[config.mk]
export PLATFORM = sky130hd
export DESIGN_NAME = lane_gearbox
export DESIGN_NICKNAME = d
export VERILOG_FILES = /design/src/rtl/lane_gearbox.sv
export SDC_FILE = /design/constraint.sdc
export NUM_CORES = 2
export LEC_CHECK = 0
export BUFFER_PORTS_ARGS = -buffer_cell sky130_fd_sc_hd__buf_4
export CORE_AREA = 2 2 590 592
export DETAILED_ROUTE_END_ITERATION = 16
export DIE_AREA = 0 0 592 594
export RECOVER_POWER = 100
export SYNTH_ARGS = -nofsm -noshare
export SYNTH_HDL_FRONTEND = slang
export SYNTH_SLANG_ARGS = --single-unit
[constraint.sdc]
create_clock -name clk -period 111.3 [get_ports clk]
set_input_delay 22.26 -clock clk [delete_from_list [all_inputs] [get_ports clk]]
set_output_delay 22.26 -clock clk [all_outputs]
set_load 0.03 [all_outputs]
[src/rtl/lane_gearbox.sv]
// Per-lane width converter: buffers up to two LANE_WIDTH codewords and emits each
// as RATIO consecutive OUT_WIDTH slices, LSB slice first, with no bubble between words.
module lane_gearbox #(
  parameter int LANE_WIDTH = 1360,
  parameter int OUT_WIDTH  = 136
) (
  input  logic                  clk,
  input  logic                  rst,
  input  logic                  i_valid,
  input  logic [LANE_WIDTH-1:0] i_lane,
  input  logic                  i_sync,
  output logic                  o_ready,
  output logic [OUT_WIDTH-1:0]  o_data,
  output logic                  o_valid,
  output logic                  o_sof,
  output logic                  o_sync,
  output logic                  o_overflow,
  output logic [1:0]            o_level
);

  localparam int RATIO = LANE_WIDTH / OUT_WIDTH;
  localparam int CW    = (RATIO > 1) ? $clog2(RATIO) : 1;

  generate
    if (LANE_WIDTH % OUT_WIDTH != 0) begin : g_bad_ratio
      $fatal(1, "lane_gearbox: LANE_WIDTH must be a multiple of OUT_WIDTH");
    end
  endgenerate

  typedef enum logic {IDLE, EMIT} state_t;

  state_t                       state, state_d;
  logic [CW-1:0]                cnt, cnt_d;
  logic                         wr_ptr, rd_ptr;
  logic [LANE_WIDTH-1:0]        mem_data [2];
  logic [1:0]                   mem_sync;
  logic                         pop_last, push, ld;
  logic [LANE_WIDTH-1:0]        src_data;
  logic                         src_sync;
  logic [RATIO-1:0][OUT_WIDTH-1:0] src_slices;

  assign o_valid  = (state == EMIT);
  assign pop_last = o_valid && (cnt == CW'(RATIO - 1));
  assign o_ready  = (o_level != 2'd2) || pop_last;
  assign push     = i_valid && o_ready;

  // Next slice source: current word, the other buffered word, or a word being
  // accepted into the just-freed slot (bypassed so the output stays gap-free).
  always_comb begin
    state_d  = state;
    cnt_d    = cnt;
    ld       = 1'b0;
    src_data = mem_data[rd_ptr];
    src_sync = mem_sync[rd_ptr];
    case (state)
      IDLE: begin
        if (o_level != 2'd0) begin
          state_d = EMIT;
          cnt_d   = '0;
          ld      = 1'b1;
        end
      end
      EMIT: begin
        if (!pop_last) begin
          cnt_d = cnt + CW'(1);
          ld    = 1'b1;
        end else if (o_level == 2'd2) begin
          cnt_d    = '0;
          ld       = 1'b1;
          src_data = mem_data[~rd_ptr];
          src_sync = mem_sync[~rd_ptr];
        end else if (push) begin
          cnt_d    = '0;
          ld       = 1'b1;
          src_data = i_lane;
          src_sync = i_sync;
        end else begin
          state_d = IDLE;
          cnt_d   = '0;
        end
      end
      default: state_d = IDLE;
    endcase
  end

  assign src_slices = src_data[RATIO*OUT_WIDTH-1:0];

  always_ff @(posedge clk or posedge rst) begin
    if (rst) state <= IDLE;
    else     state <= state_d;
  end

  // Storage has no reset: contents are only observed once level says they are valid.
  always_ff @(posedge clk) begin
    if (push) begin
      mem_data[wr_ptr] <= i_lane;
      mem_sync[wr_ptr] <= i_sync;
    end
  end

  always_ff @(posedge clk or posedge rst) begin
    if (rst) begin
      cnt        <= '0;
      wr_ptr     <= 1'b0;
      rd_ptr     <= 1'b0;
      o_level    <= 2'd0;
      o_data     <= '0;
      o_sof      <= 1'b0;
      o_sync     <= 1'b0;
      o_overflow <= 1'b0;
    end else begin
      cnt <= cnt_d;
      if (push)     wr_ptr <= ~wr_ptr;
      if (pop_last) rd_ptr <= ~rd_ptr;
      case ({push, pop_last})
        2'b10:   o_level <= o_level + 2'd1;
        2'b01:   o_level <= o_level - 2'd1;
        default: o_level <= o_level;
      endcase
      if (ld) o_data <= src_slices[cnt_d];
      o_sof  <= ld && (cnt_d == '0);
      o_sync <= ld && (cnt_d == '0) && src_sync;
      if (i_valid && !o_ready) o_overflow <= 1'b1;
    end
  end

endmodule

* Word level (Yosys, flattened, before mapping)
Memories as Yosys holds them, arrays and structs flattened. Cells that the tools add are included.
Word-level totals: register bits after elaboration 150, bits in writable memories 2720, input port bits 1364, logic and storage cells 65, memories kept 1
Memories:
- mem_data | depth 2, width 1360, rd ports 2, clocked after Yosys merged registers in 0, write ports 1, line 35 | logic [LANE_WIDTH-1:0] mem_data [2];
Cells by class: $add $sub $neg 3, $lt $le $gt $ge 5, equal/unequal tests 5, muxes and demuxes 27, bitwise gates (word level) 3, reduce and logical (&&, ||, !) cells 11
Operators by type and width (number):
- 2-to-1 mux 1360 bit | 4
- binary-select mux 136 bit (select 4 bit) | 1
- 2-to-1 mux 136 bit | 1
- 2-to-1 mux 1 bit | 14
- 2-to-1 mux 4 bit | 2
- one-hot mux 4 bit (2 select lines) | 1
- logical AND 1 bit | 6
- < comparator 1 x 2 -> 1 bit, second input constant | 3
- < comparator 4 x 5 -> 1 bit, second input constant | 1
- adder 4 x 1 -> 4 bit, second input constant | 1
- == test 2 bit, second input constant | 2
- == test 4 bit, second input constant | 1
- logical NOT 4 bit | 1
- one-hot mux 2 bit (2 select lines) | 1
- nonzero test 2 bit | 2
- inverter 1 bit | 3
- adder 2 x 1 -> 2 bit, second input constant | 1
- bitwise mux 2 bit | 1
- == test 2 x 1 -> 1 bit, second input constant | 1
- != test 2 bit, second input constant | 1
- one-hot mux 1 bit (2 select lines) | 1
- subtractor 2 x 1 -> 2 bit, second input constant | 1
- demux 1 bit (select 1 bit) | 1
- >= comparator 1 bit, second input constant | 1
- 2 further kinds | 2

* Depth between registers and ports, before layout
depth after elaboration 10, depth in mapped cells 15

* Least setup slack after synthesis
OpenSTA, ideal clock, no wires.
kind input to register, from in i_valid, to mem mem_data[0][0], enable pin, arrival 78.816 ns, data required time 108.169 ns, slack 29.352 ns, stages 3, buffers on the path 1, path through clkbuf_1 > nand2_1 > nor2_1
Between the ends: cells in the longest elaborated chain, start to end 3
RTL lines:
- start, declared | line 9 | input logic i_valid,
- logical AND 1 bit | line 45 | assign push = i_valid && o_ready;
- 2-to-1 mux 1 bit | line 95 | if (push) begin
- 2-to-1 mux 1 bit (implied by the code) | line 96 | mem_data[wr_ptr] <= i_lane;
- end, declared | line 35
No other way between the ends.

* Final worst setup path
from in i_valid, to mem mem_data[0][1115], enable pin
Same word-level chain as after synthesis.

==> results.sh <==
export IMPL_syn_avg_cell_area_sq_um=16.6
export IMPL_critical_path_required_ns=111.73
export IMPL_clkSinkCount=2870
export IMPL_cp_startpoint="i_valid"
export IMPL_numCtsBuffers=316
export IMPL_dr_wl_met3_um=38900
export IMPL_p_clk_frac=0.234
export IMPL_gp_congestion=0.858
export IMPL_port_buffers=1506
export IMPL_rsz0062_at_grt="false"
export IMPL_synth_cell_types=63
export IMPL_dieArea_sq_mm=0.352
export IMPL_fin_nets=9985
export IMPL_grt_usage=0.230
export IMPL_antenna_found_initial=271
export IMPL_die_x_um=592
export IMPL_slew_viol_final=3469
export IMPL_powerDensity_mw_per_mm2=31.4
export IMPL_cts_buffer_depth=4
export IMPL_grt_overflow_total=0
export IMPL_cp_data_arrival_time_ns=41.79
export IMPL_grt_pass1_vias=74195
export IMPL_cp_cell_sequence="clkbuf_1 -> nand2_1 -> nor2_1 -> clkbuf_1 -> clkbuf_1 -> clkbuf_1 -> clkbuf_1 -> clkbuf_1"
export IMPL_route_met2_wl_um=203000
export IMPL_wl_per_cell_um=30.9
export IMPL_reg2reg_to="mem_data[0][1115]"
export IMPL_stdcell_count=13625
export IMPL_ys_seq_area_frac=0.713
export IMPL_cp_end_kind="flip-flop"
export IMPL_syn_nets=8609
export IMPL_fin_skew_ns=0.0456
export IMPL_via_per_inst=5.55
export IMPL_synth_seq_cells=2870
export IMPL_setup_viol=0
export IMPL_switchingPower_mw=1.73
export IMPL_start_kind="input port"
export IMPL_final_layout_size_suffix_gt1_frac=0.156
export IMPL_p_comb_frac=0.405
export IMPL_grt_pass1_wl_um=577000
export IMPL_hold_class="reg -> reg"
export IMPL_internal_power_mw=2.75
export IMPL_start_util=0.347
export IMPL_ys_dominant_reg_cell="edfxtp_1"
export IMPL_topRoutingLayerUsed="met5"
export IMPL_worstSkewPairLatency_ns=0.92
export IMPL_firstDrtPassIters=6
export IMPL_crit_cells=8
export IMPL_synth_warnings=0
export IMPL_wl_met1_um=159000
export IMPL_area_delta_synth_final_pct=19.0
export IMPL_grt_max_degree=175
export IMPL_crit_end="mem_data[0][1115]"
export IMPL_post_cts_buffers=0
export IMPL_cts_resized=0
export IMPL_crit_type="in -> reg"
export IMPL_fillerInstances=31862
export IMPL_synth_edf_count=2722
export IMPL_coreArea_sq_mm=0.345
export IMPL_reg2reg_from="cnt[0]"
export IMPL_postRouteWirelength_um=422000
export IMPL_switching_share=0.386
export IMPL_drtIter0Drc=7800
export IMPL_multi_input_area_sq_mm=0.0321
export IMPL_synthCells=7243
export IMPL_r2r_setup_slack_ns=90.38
export IMPL_slew_headroom=-6.22
export IMPL_violations="capacitance limit, slew limit"
export IMPL_async_reset_ff_frac=0.0516
export IMPL_dieHeight_um=594
export IMPL_worst_pin_slew_ns=10.82
export IMPL_ioPinCount=1507
export IMPL_cp_common_cell="clkbuf_1"
export IMPL_maxCapViolCount=50
export IMPL_rows=216
export IMPL_max_stage_delay_ns=6.40
export IMPL_path_delay_family="buffers and inverters"
export IMPL_p_seq_frac=0.361
export IMPL_path_buf_inv=6
export IMPL_reg2reg_depth=10
export IMPL_cpMaxStageDelayCell="clkbuf_1"
export IMPL_antenna_left=0
export IMPL_clk_pin_slew_ns=0.06
export IMPL_max_clock_freq_mhz=24.2
export IMPL_finalSetupTns_ns=0
export IMPL_cts_tree="done"
export IMPL_vdd_drop_max_v=0.0000288
export IMPL_seqCellArea_sq_mm=0.0854
export IMPL_htree_levels=5
export IMPL_p_leak_nw=50.4
export IMPL_layout_commonest_cell="edfxtp_1"
export IMPL_dpl_hpwl_um=290000
export IMPL_hold_buffers=0
export IMPL_syn_cell_area_sq_mm=0.120
export IMPL_post_place_cells=12879
export IMPL_cp_max_fo=143
export IMPL_vias=75658
export IMPL_hold_violations=0
export IMPL_root_buffer="clkbuf_16"
export IMPL_drc_errors=0
export IMPL_status="complete, but fails checks"
export IMPL_fin_crit_ns=41.36
export IMPL_final_cell_mix="edfxtp_1 (2722), mux2i_1 (1296), clkbuf_1 (1086)"
export IMPL_fin_crit_sh=0.372
==> state kept, by name, summed over array words and instances (netlist names) <==
| signal | cells |
|---|---|
| o_level | 2 |
| wr_ptr | 1 |
| mem_data | 2720 |
| o_overflow | 1 |
| o_sof | 1 |
| cnt | 4 |
| o_sync | 1 |
| rd_ptr | 1 |
| o_valid | 1 |
| mem_sync | 2 |
| o_data | 136 |
==> cell usage after synthesis, types with 52 or more instances <==
| cell | number | area [sq um] |
|---|---|---|
| a22o_1 | 65 | 569 |
| a32oi_1 | 57 | 499 |
| mux2i_1 | 1296 | 13000 |
| o221ai_1 | 64 | 561 |
| nand4_1 | 58 | 363 |
| o22a_1 | 57 | 499 |
| nand2_1 | 306 | 1150 |
| buf_2 | 82 | 410 |
| a22oi_1 | 57 | 428 |
| dfrtp_1 | 148 | 3700 |
| clkbuf_1 | 427 | 1600 |
| nor2_1 | 95 | 357 |
| and3_1 | 124 | 776 |
| o211ai_1 | 60 | 450 |
| o22ai_1 | 91 | 569 |
| o21ai_0 | 129 | 646 |
| mux2_2 | 143 | 1610 |
| a211oi_1 | 198 | 1490 |
| nor2b_1 | 136 | 851 |
| a311oi_1 | 60 | 526 |
| mux4_2 | 148 | 3330 |
| nand3_1 | 72 | 360 |
| a21oi_1 | 217 | 1090 |
| o311ai_0 | 52 | 455 |
| nor4_1 | 65 | 407 |
| o311a_1 | 114 | 1140 |
| edfxtp_1 | 2722 | 81700 |
==> power by group through the flow <==
stage          registers [mW]  logic (mW)  clock network (mW)
6_report                 1.62        1.82                1.05
3_5_place_dp             1.59        1.85                   0
5_1_grt                  1.64        1.92                1.10
2_1_floorplan            2.13        1.11                   0
3_3_place_gp             1.58        1.83                   0
4_1_cts                  1.57        1.85                1.06
==> layout make-up <==
cell class	count	share of cell area
Clock inverter	175	0.0125
Tap cell	4578	0.0401
Sequential cell	2870	0.599
Multi-Input combinational cell	3783	0.225
Antenna cell	158	0.00277
Inverter	10	0.000324
Clock buffer	413	0.0600
Timing Repair Buffer	1638	0.0603
==> through the flow <==
stage               setup WS, ns  power, mW  hold WS (ns)   util  area [sq um]
floorplan                  29.35       3.24         0.460      -        120000
CTS                        84.43       4.49         0.483  0.424        146000
global placement           83.48       3.41         0.466  0.394        136000
global route               68.35       4.66         0.513  0.413        143000
detailed placement         83.42       3.44         0.467  0.394        136000
finish                     69.94       4.48         0.478  0.413        143000
==> layer usage <==
layer / up-vias / track usage
met5: - / 0
met4: 184 / 0.110
met3: 897 / 0.0674
met2: 3485 / 0.376
met1: 38678 / 0.279
li1: 32414 / -
==> cell families (layout without fill, tap and decap cells) <==
| logic type | after synthesis | in the layout | synth area share |
|---|---|---|---|
| XOR/XNOR | 3 | 3 | 0.000219 |
| AO/OA/AOI/OAI | 1291 | 1291 | 0.0793 |
| AND/OR/NAND/NOR | 900 | 900 | 0.0377 |
| adder cells (fa/ha/maj) | 2 | 2 | 0.000209 |
| buffers and inverters | 590 | 2236 | 0.0205 |
| other | 0 | 158 | 0 |
| multiplexers | 1587 | 1587 | 0.149 |
| flip-flops | 2870 | 2870 | 0.713 |
==> worst min path at each step <==
stage / start / endpoint / cells after the start
2_1_floorplan: wr_ptr / wr_ptr / 1
3_3_place_gp: o_overflow / o_overflow / 1
3_5_place_dp: o_overflow / o_overflow / 1
4_1_cts: o_overflow / o_overflow / 1
5_1_grt: o_overflow / o_overflow / 1
6_report: o_overflow / o_overflow / 1
Power figures use the tool's default switching activity.
